<file path="src/rtl/parity_arbiter.sv">
// -----------------------------------------------------------------------------
// parity_arbiter
//   Two-requester round-robin arbiter that checks the parity of the granted
//   byte and holds one result for a ready/valid consumer. Keeps one
//   saturating parity-error counter per requester.
//
// Ports
//   clk, rst_n              clock, asynchronous active-low reset
//   reqN_valid/data/exp     requester N byte and its expected parity bit
//   reqN_ready              requester N byte accepted this cycle (with valid)
//   res_valid/res_ready     result handshake
//   res_id/data/parity/err  held result: source, byte, computed parity, error
//   cnt_clr                 synchronous clear of both error counters
//   err_cnt0/err_cnt1       saturating error counts per requester
// -----------------------------------------------------------------------------
module parity_arbiter #(
  parameter bit PARITY_ODD = 1'b0
) (
  input  logic       clk,
  input  logic       rst_n,
  input  logic       req0_valid,
  input  logic [7:0] req0_data,
  input  logic       req0_exp,
  output logic       req0_ready,
  input  logic       req1_valid,
  input  logic [7:0] req1_data,
  input  logic       req1_exp,
  output logic       req1_ready,
  output logic       res_valid,
  input  logic       res_ready,
  output logic       res_id,
  output logic [7:0] res_data,
  output logic       res_parity,
  output logic       res_err,
  input  logic       cnt_clr,
  output logic [7:0] err_cnt0,
  output logic [7:0] err_cnt1
);

  typedef enum logic {
    IDLE = 1'b0,
    RESP = 1'b1
  } state_e;

  state_e     state_q, state_d;
  logic       last_grant_q, last_grant_d;
  logic       res_id_q;
  logic [7:0] res_data_q;
  logic       res_parity_q;
  logic       res_err_q;
  logic [7:0] err_cnt0_q, err_cnt0_d;
  logic [7:0] err_cnt1_q, err_cnt1_d;

  logic       accept;
  logic       grant;
  logic       xfer;
  logic [7:0] xfer_data;
  logic       xfer_exp;
  logic       xfer_parity;
  logic       xfer_err;

  // Arbitration and parity of the byte being transferred this cycle.
  // NOTE: every signal assigned in an always_comb gets a value on every path
  // (defaults first or full if/else); otherwise synthesis infers a latch.
  always_comb begin
    // rst_n is folded in so both readys stay low for the whole reset pulse,
    // not only after the first clock edge.
    accept = rst_n && ((state_q == IDLE) || res_ready);
    // With both valid, serve the one that did not win last time; with a
    // single valid, req1_valid alone selects requester 1.
    if (req0_valid && req1_valid) begin
      grant = ~last_grant_q;
    end else begin
      grant = req1_valid;
    end
    req0_ready  = accept && req0_valid && !grant;
    req1_ready  = accept && req1_valid &&  grant;
    xfer        = req0_ready || req1_ready;
    xfer_data   = grant ? req1_data : req0_data;
    xfer_exp    = grant ? req1_exp  : req0_exp;
    xfer_parity = (^xfer_data) ^ PARITY_ODD;
    xfer_err    = xfer_parity != xfer_exp;
  end

  // Next state, grant history and counter updates.
  always_comb begin
    state_d      = state_q;
    last_grant_d = last_grant_q;
    err_cnt0_d   = err_cnt0_q;
    err_cnt1_d   = err_cnt1_q;

    case (state_q)
      IDLE: if (xfer) state_d = RESP;
      RESP: begin
        // A transfer while the old result drains keeps RESP with new contents.
        if (xfer) begin
          state_d = RESP;
        end else if (res_ready) begin
          state_d = IDLE;
        end
      end
      default: state_d = IDLE;
    endcase

    if (xfer) begin
      last_grant_d = grant;
    end

    // Clear takes priority over a simultaneous increment.
    if (cnt_clr) begin
      err_cnt0_d = 8'd0;
      err_cnt1_d = 8'd0;
    end else if (xfer && xfer_err) begin
      if (!grant && err_cnt0_q != 8'hFF) err_cnt0_d = err_cnt0_q + 8'd1;
      if ( grant && err_cnt1_q != 8'hFF) err_cnt1_d = err_cnt1_q + 8'd1;
    end
  end

  // NOTE: sequential state uses non-blocking (<=) so every register samples
  // the pre-edge values; blocking here would create order-dependent races.
  always_ff @(posedge clk or negedge rst_n) begin
    if (!rst_n) begin
      state_q      <= IDLE;
      last_grant_q <= 1'b1;  // requester 0 wins the first contention
      err_cnt0_q   <= 8'd0;
      err_cnt1_q   <= 8'd0;
    end else begin
      state_q      <= state_d;
      last_grant_q <= last_grant_d;
      err_cnt0_q   <= err_cnt0_d;
      err_cnt1_q   <= err_cnt1_d;
    end
  end

  // Result registers load only on an accepted transfer and otherwise hold.
  always_ff @(posedge clk or negedge rst_n) begin
    if (!rst_n) begin
      res_id_q     <= 1'b0;
      res_data_q   <= 8'h00;
      res_parity_q <= 1'b0;
      res_err_q    <= 1'b0;
    end else if (xfer) begin
      res_id_q     <= grant;
      res_data_q   <= xfer_data;
      res_parity_q <= xfer_parity;
      res_err_q    <= xfer_err;
    end
  end

  assign res_valid  = (state_q == RESP);
  assign res_id     = res_id_q;
  assign res_data   = res_data_q;
  assign res_parity = res_parity_q;
  assign res_err    = res_err_q;
  assign err_cnt0   = err_cnt0_q;
  assign err_cnt1   = err_cnt1_q;

endmodule

</file>
<file path="config.mk">
export PLATFORM = sky130hd
export DESIGN_NAME = parity_arbiter
export DESIGN_NICKNAME = d
export VERILOG_FILES = /design/src/rtl/parity_arbiter.sv
export SDC_FILE = /design/constraint.sdc
export NUM_CORES = 1
export LEC_CHECK = 0
export BUFFER_PORTS_ARGS = -buffer_cell sky130_fd_sc_hd__buf_2
export CAP_MARGIN = 15
export CORE_MARGIN = 2
export CORE_UTILIZATION = 45
export CTS_BUF_LIST = sky130_fd_sc_hd__clkbuf_16
export CTS_CLUSTER_SIZE = 14
export DETAILED_ROUTE_END_ITERATION = 7
export PLACE_DENSITY = 0.74
export SYNTH_ARGS = -nofsm -noshare
export SYNTH_HDL_FRONTEND = slang
export SYNTH_SLANG_ARGS = --single-unit
</file>
<file path="constraint.sdc">
create_clock -name clk -period 2.3 [get_ports clk]
set_clock_uncertainty 0.1 [all_clocks]
set_input_delay 0.115 -clock clk [delete_from_list [all_inputs] [get_ports clk]]
set_output_delay 0.115 -clock clk [all_outputs]
set_load 0.02 [all_outputs]
</file>
## Word level (Yosys, flattened, before mapping)

Cells that the tools add are included.

- Register bits after elaboration: 29
- Output and inout port bits: 30
- Logic and storage cells: 46

- Add/sub/neg operators: 2
- Eq/ne operators: 3
- Muxes and demuxes: 13
- Bitwise gates (word level): 2
- Reduce and logical (&&, ||, !) cells: 18

Operator list:

| operator | number |
|---|---|
| $mux W8 | 7 |
| $add A8 B1 Y8 const B | 2 |
| $ne A8 B8 Y1 const B | 2 |
| $logic_and A1 B1 Y1 | 9 |
| $reduce_xor A8 Y1 | 1 |
| $reduce_bool A2 Y1 | 3 |
| $mux W1 | 5 |
| $reduce_and A2 Y1 | 2 |
| $logic_or A1 B1 Y1 | 2 |
| $not A1 Y1 | 2 |
| $pmux W1 S2 | 1 |
| $logic_not A1 Y1 | 1 |
| $ne A1 B1 Y1 | 1 |

## Longest topological paths before layout

Gate-level depths: netlist of the first run.

- Word-level depth: 9
- Gate-level depth with buffers: 7

## Worst setup path after synthesis of the first run

Ideal clock, no wire load.

- Kind: register -> register
- Start point: reg state_q, in the netlist res_valid
- End point: reg err_cnt0_q[5], in the netlist err_cnt0[5]
- Arrival time: 1843 ps
- Required time: 2072 ps
- Slack: 230 ps
- Stages on the path, launching flop included: 7
- Buffers on the path: 0
- Clock period less this slack: 2070 ps
- Cells stage by stage: dfrtp_1 > nand2b_1 > and2_1 > nand3_1 > o22a_4 > nor4b_2 > mux2_1

- Cells in the longest elaborated chain, start to end: 9

Ends and longest elaborated chain:

| item | line | source |
|---|---|---|
| from (decl) | 45 | `state_e state_q, state_d;` |
| from (signal assigned) | 128 | `state_q <= state_d;` |
| $not A1 Y1 * | 68 | `accept = rst_n && ((state_q == IDLE) \|\| res_ready);` |
| $logic_or A1 B1 Y1 * | 68 |  |
| $logic_and A1 B1 Y1 * | 68 |  |
| $logic_and A1 B1 Y1 (on tied branches) (2 in series) | 76, 77 |  |
| $logic_or A1 B1 Y1 * | 78 | `xfer = req0_ready \|\| req1_ready;` |
| $logic_and A1 B1 Y1 * | 113 | `end else if (xfer && xfer_err) begin` |
| $reduce_bool A2 Y1 (no source line) * | - |  |
| $reduce_and A2 Y1 (no source line) * | - |  |
| to (signal assigned) | 130 | `err_cnt0_q <= err_cnt0_d;` |
| to (decl) | 51 | `logic [7:0] err_cnt0_q, err_cnt0_d;` |

Mark *: on every way between the ends. The rest lies on a longest branch, timed or not.
A chain may end at the register's enable or synchronous reset.

## Worst setup path in the final report of the first run

Ends and elaborated chain as after synthesis.

==> impl_results.md, run 1 <==
- Outcome: complete, no violations
- R2R Path Start: res_valid
- Worst EP arrival: 2.02 ns
- DRT antenna net count: 0
- Vias per std cell: 5.15
- Worst path bufs/invs: 0
- CP required: 2.35 ns
- RSZ-0062 raised after global routing: no
- Drt drc: 0
- Post-synthesis register bit count: 29
- Vias in the first global route: 1398
- Top post-synthesis cells by area: dfrtp_1 (42%), xnor2_1 (9.9%), mux2i_1 (6.6%), nand2_1 (5.1%), nor2_1 (3.6%)
- I/O pin count: 54
- R2R cell count: 6
- CP Launch Type: flop
- Clk root buf: clkbuf_16
- Vias: approximately 1500
- First-pass GRT wire length: slightly above 6000 um
- Reg2Reg Setup Slack: 0.33 ns
- Main flop type after synthesis: dfrtp_1
- Post-DP HPWL: about 2600 um
- DIE AREA: 0.00423 mm^2
- R2r endpoint: err_cnt0[5]
- Slew headroom: 71.3%
- CP max FO: 4
- Count leader, synth: dfrtp_1
- Routed WL: between 3000 and 4000 um
- Critical path class: flop to flop
- Post-synth net total: a little under 200
- Worst-path cell chain: nand2b_1, and2_1, nand3_1, o22a_4, nor4b_2, mux2_1
- Slew @ Worst Pin: between 0.4 and 0.5 ns
- Share of the yosys chip area belonging to registers: 43.3%
- PwrDens: 755 mW/mm^2
- Slew Viols, Final: 0
- Clock Tree Buf Depth: 2
- Area of the mapped netlist: 0.00168 mm^2
- Port bufs: 53
- Num CTS Buffers: 5
- Clk pin slew, worst setup/hold paths: approximately 0.050 ns
- Hold Worst Slack: 0.0415 ns
- CTS tree: done
- Number of synthesized flops with an enable pin: 0
- Slowest stage cell, crit path: dfrtp_1
- Most frequent cells after synthesis: dfrtp_1 (28), nand2_1 (23), xnor2_1 (19)
- GRT overflow: 0
- Die Y: 65.1 um
- Worst Setup End Kind: flop
- CTS Sinks: 29
- Fmax: between 500 and 600 MHz
- Row count: 22
- Final hold vios: 0
- CP Depth: 6
- Leakage: 1.07 nW
- Async SR Flop Fraction: 100%
- Synth area leader: dfrtp_1
- Yosys top cell area share: 41.8%
- Worst hold path type: primary input to flop
- Post-cts resize count: 0
- Synth cell types: 39
- Initial core utilization: between 40 and 50%
- Max-cap violations: 0
- Initial drt markers: 70
- Sum Neg Setup Slack: 0 ns
- Delay-heaviest family, CP: simple AND/OR/NAND/NOR gates
- Final min period: a little under 2 ns
- Post-Place Setup Slack: 0.0778 ns
- Initial antenna violation count: 0
- Layout cells sized above 1: 32.5%
- GP Congestion: 0.777
- Die width: 65.1 um
- Htree depth: 2
- Net count reported at finish: 259
- Skew-Pair Late Insertion Delay: 0.27 ns
- Ant. Diodes: 0
- Final worst path period share: 85.8%
- CP Launch Point: res_valid
- Final setup vio count: 0
- Tot Pwr: 1.65 mW
- CP Capture Point: err_cnt0[5]
- DR WL/cell: 13.0 um
- Drt pass-1 iters: 4
- Largest net degree at the start of global routing: 31
- Final setup margin: about 0.33 ns
- Mapped Cells: 170
- Core area: 0.00363 mm^2
- Max VDD drop: 0.443 mV
- Synth-to-Final Area Change: 30.1%
- Yosys warning count: 0
- Avg Cell Area, Syn: 9.87 um^2
- GRT Resource Usage Total: 19.0%
- Max stage delay on crit path: between 0.3 and 0.4 ns
## metrics by stage
| step | util [%] | cell area (um^2) | std cells |
|---|---|---|---|
| floorplan | - | 1680 | 170 |
| global placement | 56.1 | 2040 | 273 |
| detailed placement | 56.1 | 2040 | 273 |
| CTS | 60.1 | 2180 | 282 |
| global route | 60.1 | 2180 | 282 |
| finish | 60.1 | 2180 | 282 |
## state kept, by name (all words and copies together), names as in the netlist
register and cells:
res_valid 1, res_data 8, res_parity 1, res_err 1, last_grant_q 1, err_cnt0 8, res_id 1, err_cnt1 8
## placed cells by master, fill, tap and decap left out, types with 2 or more instances in the layout
cell | synthesis | final
buf_4 | 0 | 7
clkbuf_16 | 0 | 5
nand2b_1 | 3 | 3
a21oi_1 | 4 | 4
buf_2 | 0 | 53
o21ai_1 | 10 | 10
xnor2_1 | 19 | 19
xnor3_2 | 2 | 2
or2_2 | 2 | 2
nand2_1 | 23 | 23
and2_1 | 2 | 2
xnor2_2 | 2 | 2
o31ai_1 | 2 | 2
nand4_1 | 2 | 2
ha_1 | 2 | 2
inv_1 | 4 | 6
nor3_1 | 2 | 2
mux2i_1 | 11 | 11
dfrtp_1 | 28 | 28
nor2_1 | 16 | 16
nand3_1 | 8 | 8
nor4_1 | 4 | 4
## worst reg2reg max path: cells and delay by family (launching register included)
family,cells,cell delay [ns]
and+or+nand+nor,4,0.75
DFF,1,0.36
AOI/OAI and AO/OA,1,0.29
muxes,1,0.35
## routing by layer
layer / global-route usage (%) / vias up / wire length (um) / part of all wire [%]
li1: - / 718 / - / -
met1: 23.3 / 691 / 1650 / 45
met2: 32.0 / 39 / 1740 / 47
met3: 5.38 / 5 / 233 / 6.3
met4: 7.03 / 0 / 56 / 1.5
met5: 0 / - / 0 / 0
## area by class of cell
class | instances | area, um^2
fillers | 337 | 1450
flip-flops and latches | 29 | 727
inverters | 4 | 15.0
clock inverters | 3 | 11.3
well taps | 48 | 60.1
clock buffers | 5 | 125
repair buffers | 61 | 328
multi-input cells | 132 | 917
## what timing repair did
item / CTS / global route
hold endpoints to repair: 28 / 0
setup buffers: 0 / 0
setup endpoints to repair: 0 / 0
hold buffers: 1 / 0
## where the power goes
part	leakage, nW	total, mW	switching [mW]	internal (mW)
Combinational	0.617	0.462	0.265	0.197
Sequential	0.381	0.599	0.0294	0.570
Clock	0.0738	0.587	0.200	0.386
Total	1.07	1.65	0.495	1.15
## cell families (layout without fill, tap and decap cells)
group	Yosys count	after routing	synth area share, %
flops	29	29	43.3
mux	12	12	7.23
buf+inv	9	73	2.01
simple gates	70	70	21.5
xor+xnor	24	24	15.2
compound gates	24	24	9.25
fa+ha+maj	2	2	1.49
## worst min path at each step
stage	start	endpoint	cells past startpoint
finish	res_ready	res_valid	3
global route	req1_data[1]	res_data[1]	3
CTS	res_ready	res_valid	3
detailed placement	rst_n	res_valid	2
global placement	rst_n	res_valid	2
floorplan	rst_n	err_cnt0[0]	0
No activity file was read; power rests on OpenSTA's default activity.
==> inputs of run 2 (changes only) <==
--- a/config.mk
+++ b/config.mk
@@ -15,2 +15,3 @@
 export PLACE_DENSITY = 0.74
+export REMOVE_ABC_BUFFERS = 1
 export SYNTH_ARGS = -nofsm -noshare
==> constraint.sdc (replaced) <==
create_clock -name clk -period 2.3 [get_ports clk]
set_clock_uncertainty 0.1 [all_clocks]
set_input_delay 0.345 -clock clk [delete_from_list [all_inputs] [get_ports clk]]
set_output_delay 0.345 -clock clk [all_outputs]
set_load 0.02 [all_outputs]
==> run 2 against run 1 <==
Effect of this change: the run now ends with hold timing left; routed wire length is 1.8% higher; power increased by 1.9%; sequential share of layout area is 0.19 points lower; first-iteration DRC count fell by 44%; flip-flop and latch count stayed put; critical path depth grew 1; via count grew 0.83%; clock-buffer cell count unchanged; non-clock buffer count rose by 2; clock power up 2%; fmax fell by 8.2%; die area unchanged.
==> impl_results.md, run 2 (same netlist as run 1, synthesis figures left out) <==
- Most frequent cells in the layout: buf_2 (53), dfrtp_1 (28), nand2_1 (23), xnor2_1 (19), nor2_1 (16)
- Drt pass-1 iters: 4
- Clk pin slew, worst setup/hold paths: about 0.050 ns
- CTS tree: done
- R2r endpoint: err_cnt0[5]
- Die Y: roughly 65 um
- CTS Sinks: 29
- Worst Setup End Kind: flop
- Layout cells sized above 1: 33.5%
- Port bufs: 53
- Final worst path period share: 93.5%
- Placed instance count: roughly 280
- First-pass GRT wire length: around 6200 um
- Post-CTS setup buffers: 0
- Htree depth: 2
- Top routing layer in use: met4
- Ant. Diodes: 0
- Skew-Pair Late Insertion Delay: 0.27 ns
- Sw Share: 30.6%
- Max-cap violations: 0
- CP Launch Point: req0_data[4]
- Cell Count, Final, Fillers Out: 284
- Initial core utilization: 46.2%
- Gate power share: 28.4%
- Area of the multi-input gates: 917 um^2
- Largest net degree at the start of global routing: 31
- Most common cell after layout, fill and taps aside: buf_2
- DRT antenna net count: 0
- Vias: roughly 1500
- Row count: 22
- Core area: 0.00363 mm^2
- DP Area: 0.00206 mm^2
- Synth-to-Final Area Change: 30.9%
- Vias in the first global route: 1444
- Outcome: finished, violations left
- Vias per std cell: 5.16
- Worst hold path type: primary input to async pin
- Clk pwr share: 35.8%
- Filler cell count: roughly 350
- CP Capture Point: err_cnt0[5]
- DIE AREA: 0.00423 mm^2
- Metal3 WL: 246 um
- Fin area: between 0.002 and 0.0025 mm^2
- Max VDD drop: about 0.30 mV
- Met2 wire length: about 1700 um
- Violated checks: hold timing
- R2R Path Start: res_valid
- GRT Resource Usage Total: ~19%
- R2R cell count: 6
- Routed WL: 3750 um
- Reg2Reg Setup Slack: 0.33 ns
- Clk root buf: clkbuf_16
- Leakage: between 1 and 1.5 nW
- GP Congestion: 0.788
- Final min period: 2.15 ns
- Post-cts resize count: 0
- Fmax: ~470 MHz
- Slew Viols, Final: 0
- Net count reported at finish: 261
- Seq pwr share: 35.8%
- Drt drc: 0
- Pint: 1.16 mW
- Wire length on met1: 1730 um
- DR WL/cell: 13.2 um
- Final hold vios: 28
- RSZ-0062 raised after global routing: no
- Sum Neg Setup Slack: 0 ns
- Tot Pwr: 1.68 mW
- Critical path class: primary input to flop
- CP max FO: 2
- Psw: 0.513 mW
- I/O pin count: 54
- PwrDens: 764 mW/mm^2
- Die width: 65.1 um
- Worst EP arrival: 2.20 ns
- Hold Worst Slack: -0.00820 ns
- Reg area: 727 um^2
- Initial antenna violation count: 0
- Clock Tree Buf Depth: 2
- GRT overflow: 0
- Initial drt markers: 39
- Hold buffer count at CTS: 0
- CP required: 2.35 ns
- Final setup vio count: 0
- CP Launch Type: primary input
- Slew @ Worst Pin: 0.434 ns
- Slew headroom: a little over 70%
- Post-DP HPWL: between 2000 and 3000 um
- Num CTS Buffers: 5
-- run 2: worst min-delay path by stage --
| stage | cells past startpoint | from | end | slack [ns] |
|---|---|---|---|---|
| 6_report | 2 | rst_n | res_data[1] | -0.008 |
| 3_3_place_gp | 2 | rst_n | res_data[1] | 0.29 |
| 2_1_floorplan | 0 | rst_n | err_cnt0[0] | -0.05 |
| 4_1_cts | 2 | rst_n | res_parity | 0.004 |
| 3_5_place_dp | 2 | rst_n | res_data[1] | 0.30 |
| 5_1_grt | 2 | rst_n | res_parity | 0.03 |
-- run 2: layout make-up --
type / count / area share (%)
Tap cell: 48 / 2.74
Clock inverter: 3 / 0.513
Inverter: 4 / 0.684
Multi-Input combinational cell: 132 / 41.8
Clock buffer: 5 / 5.70
Sequential cell: 29 / 33.1
Timing Repair Buffer: 63 / 15.5
-- run 2: power groups by stage --
stage | logic (mW) | registers [mW] | clock network [mW]
2_1_floorplan | 0.227 | 0.671 | 0
3_3_place_gp | 0.473 | 0.606 | 0
3_5_place_dp | 0.479 | 0.609 | 0
4_1_cts | 0.482 | 0.601 | 0.612
5_1_grt | 0.518 | 0.608 | 0.637
6_report | 0.477 | 0.600 | 0.601
-- run 2: metal layers --
metal	vias to the layer above	global-route usage [%]
met5	-	0
li1	722	-
met2	47	32.3
met1	690	23.7
met4	0	7.03
met3	6	5.73
-- run 2: stage by stage --
step,util [%],worst slack (ns)
after global placement,56.7,-0.0293
after global routing,60.4,0.105
after floorplan,-,-0.312
final,60.4,0.150
after detailed placement,56.7,-0.134
after CTS,60.4,0.148
-- run 2: critical path, cell delays in order --
cell     delay [ns]
buf_2          0.11
xnor2_1        0.31
xnor2_2        0.18
xnor3_2        0.37
o22a_4         0.24
nor4b_2        0.30
mux2_1         0.35
==> inputs of run 3 (changes only) <==
Settings changed: CTS_CLUSTER_SIZE 14 to 8.
Clock period 2.3 ns to 2.13 ns, I/O delays scaled along.
==> run 3 against run 2 <==
Effect of this change: the flow now finishes without violations; critical path depth unchanged; worst hold slack improved by 0.27 ns; via count increased by 1.4%; register-to-register slack got worse by 0.18 ns; routed wire length increased by 2.6%; cell count increased by 2.5%; largest cell class unchanged.
==> impl_results.md, run 3 (same netlist as run 1, synthesis figures left out) <==
- Initial antenna violation count: 0
- Synth-to-Final Area Change: 35.0%
- Die Y: ~65 um
- Worst-path cell chain: buf_2, xnor2_1, xnor2_2, xnor3_2, o22a_4, nor4b_2, mux2_1
- R2R Path Start: res_valid
- Worst EP arrival: 2.09 ns
- Seq pwr share: 35.1%
- Final worst path period share: between 90% and 100%
- Num CTS Buffers: 5
- Slew @ Worst Pin: roughly 0.41 ns
- Met2 Use GR: around a third
- Routed WL: 3840 um
- Largest net degree at the start of global routing: 31
- Drt drc: 0
- Most common cell after layout, fill and taps aside: buf_2
- CP max FO: 2
- DRT antenna net count: 0
- Area of the multi-input gates: around 920 um^2
- Vias: roughly 1500
- Vias in the first global route: roughly 1500
- Slew headroom: roughly 73%
- Skew-Pair Late Insertion Delay: 0.27 ns
- Critical path class: primary input to flop
- DP Area: 0.00210 mm^2
- Clock Tree Buf Depth: 2
- CP Capture Point: err_cnt0[5]
- CTS Sinks: 29
- Slowest stage cell, crit path: xnor3_2
- Clk root buf: clkbuf_16
- Most frequent cells in the layout: buf_2 (53), dfrtp_1 (28), nand2_1 (23), xnor2_1 (18)
- CP Launch Point: req0_data[4]
- Net count reported at finish: 268
- Leakage: 1.12 nW
- GRT overflow: 0
- Met1 global-route usage: 26.0%
- Initial drt markers: 29
- Util after Layout: 62.3%
- Post-DP HPWL: 2810 um
- Die width: 65.1 um
- Final hold vios: 0
- CP Launch Type: primary input
- R2R cell count: 6
- I/O pin count: 54
- CTS tree: done
- Clk pin slew, worst setup/hold paths: 0.05 ns
- GRT Resource Usage Total: 20.0%
- Hold Worst Slack: 0.257 ns
- Worst hold path type: primary input to flop
- First-pass GRT wire length: between 6000 and 7000 um
- Fmax: just under 500 MHz
- CP required: approximately 2.2 ns
- Clk pwr share: 36.0%
- Drt pass-1 iters: 4
- Fin area: 0.00226 mm^2
- Met3 Use GR: 5.03%
- Reg2Reg Setup Slack: 0.15 ns
- RSZ-0062 raised after global routing: no
- Post-CTS setup buffers: 0
- Filler cell count: 326
- Outcome: complete, no violations
- Initial core utilization: 46.2%
- Reg area: about 730 um^2
- Final setup vio count: 0
- Row count: 22
- Ant. Diodes: 0
- Vias per std cell: 5.10
- Sum Neg Setup Slack: 0 ns
- Max VDD drop: 0.407 mV
- Most Crowded Layer GR: met2
- Layout cells sized above 1: 36.6%
- GP Congestion: 0.776
- Port bufs: 53
- Pint: 1.28 mW
- Gate power share: between 20% and 30%
- Max stage delay on crit path: ~0.37 ns
- Htree depth: 2
- Final min period: 2.04 ns
- DIE AREA: 0.00423 mm^2
- R2r endpoint: err_cnt0[5]
- Sw Share: 30.8%
- Psw: around 0.57 mW
- Max-cap violations: 0
- DR WL/cell: 13.2 um
- Slew Viols, Final: 0
- Worst Setup End Kind: flop
- Core area: 0.00363 mm^2
- PwrDens: ~810 mW/mm^2
run 3: metrics by stage:
| step | setup WS (ns) | power, mW | cells |
|---|---|---|---|
| 3_3_place_gp | -0.170 | 1.17 | 282 |
| 5_1_grt | 0.00179 | 1.95 | 291 |
| 3_5_place_dp | -0.182 | 1.19 | 282 |
| 2_1_floorplan | -0.482 | 0.970 | 165 |
| 6_report | 0.0869 | 1.84 | 291 |
| 4_1_cts | 0.0690 | 1.86 | 291 |
run 3: timing repair:
| item | 4_1_cts | 5_1_grt |
|---|---|---|
| hold buffers | 1 | 0 |
| endpoints found under the hold margin | 28 | 0 |
| resized for setup | 0 | 1 |
| setup endpoints to repair | 0 | 1 |
run 3: worst min path at each step:
stage	startpoint	endpoint	slack, ns	depth (start not counted)
6_report	req0_data[2]	res_data[2]	0.26	3
5_1_grt	req1_data[7]	res_data[7]	0.28	3
4_1_cts	res_ready	res_valid	0.26	3
3_5_place_dp	rst_n	res_data[0]	0.28	2
3_3_place_gp	rst_n	res_valid	0.28	2
2_1_floorplan	rst_n	err_cnt0[0]	-0.08	0
run 3: worst max-delay path: cells and delay by family:
| kind | cells | cell delay, ns |
|---|---|---|
| simple gates | 1 | 0.27 |
| compound gates | 1 | 0.24 |
| buf+inv | 1 | 0.11 |
| mux | 1 | 0.35 |
| xor+xnor | 3 | 0.80 |
run 3: power groups by stage:
stage	registers (mW)	clock network [mW]	logic (mW)
after floorplan	0.725	0	0.245
after detailed placement	0.657	0	0.530
after global routing	0.656	0.712	0.585
final	0.648	0.664	0.532
after global placement	0.655	0	0.520
after CTS	0.648	0.678	0.534
run 3: layer usage:
| metal | routed length, um | up-vias |
|---|---|---|
| met2 | 1780 | 47 |
| li1 | - | 738 |
| met4 | 27 | 0 |
| met5 | 0 | - |
| met1 | 1780 | 696 |
| met3 | 254 | 4 |
run 3: cell type report:
type / count / area share, %
timing repair buffer: 70 / 17.5
multi-input combinational: 132 / 40.8
sequential: 29 / 32.1
tap: 48 / 2.65
clock buffer: 5 / 5.52
clock inverter: 3 / 0.773
inverter: 4 / 0.663
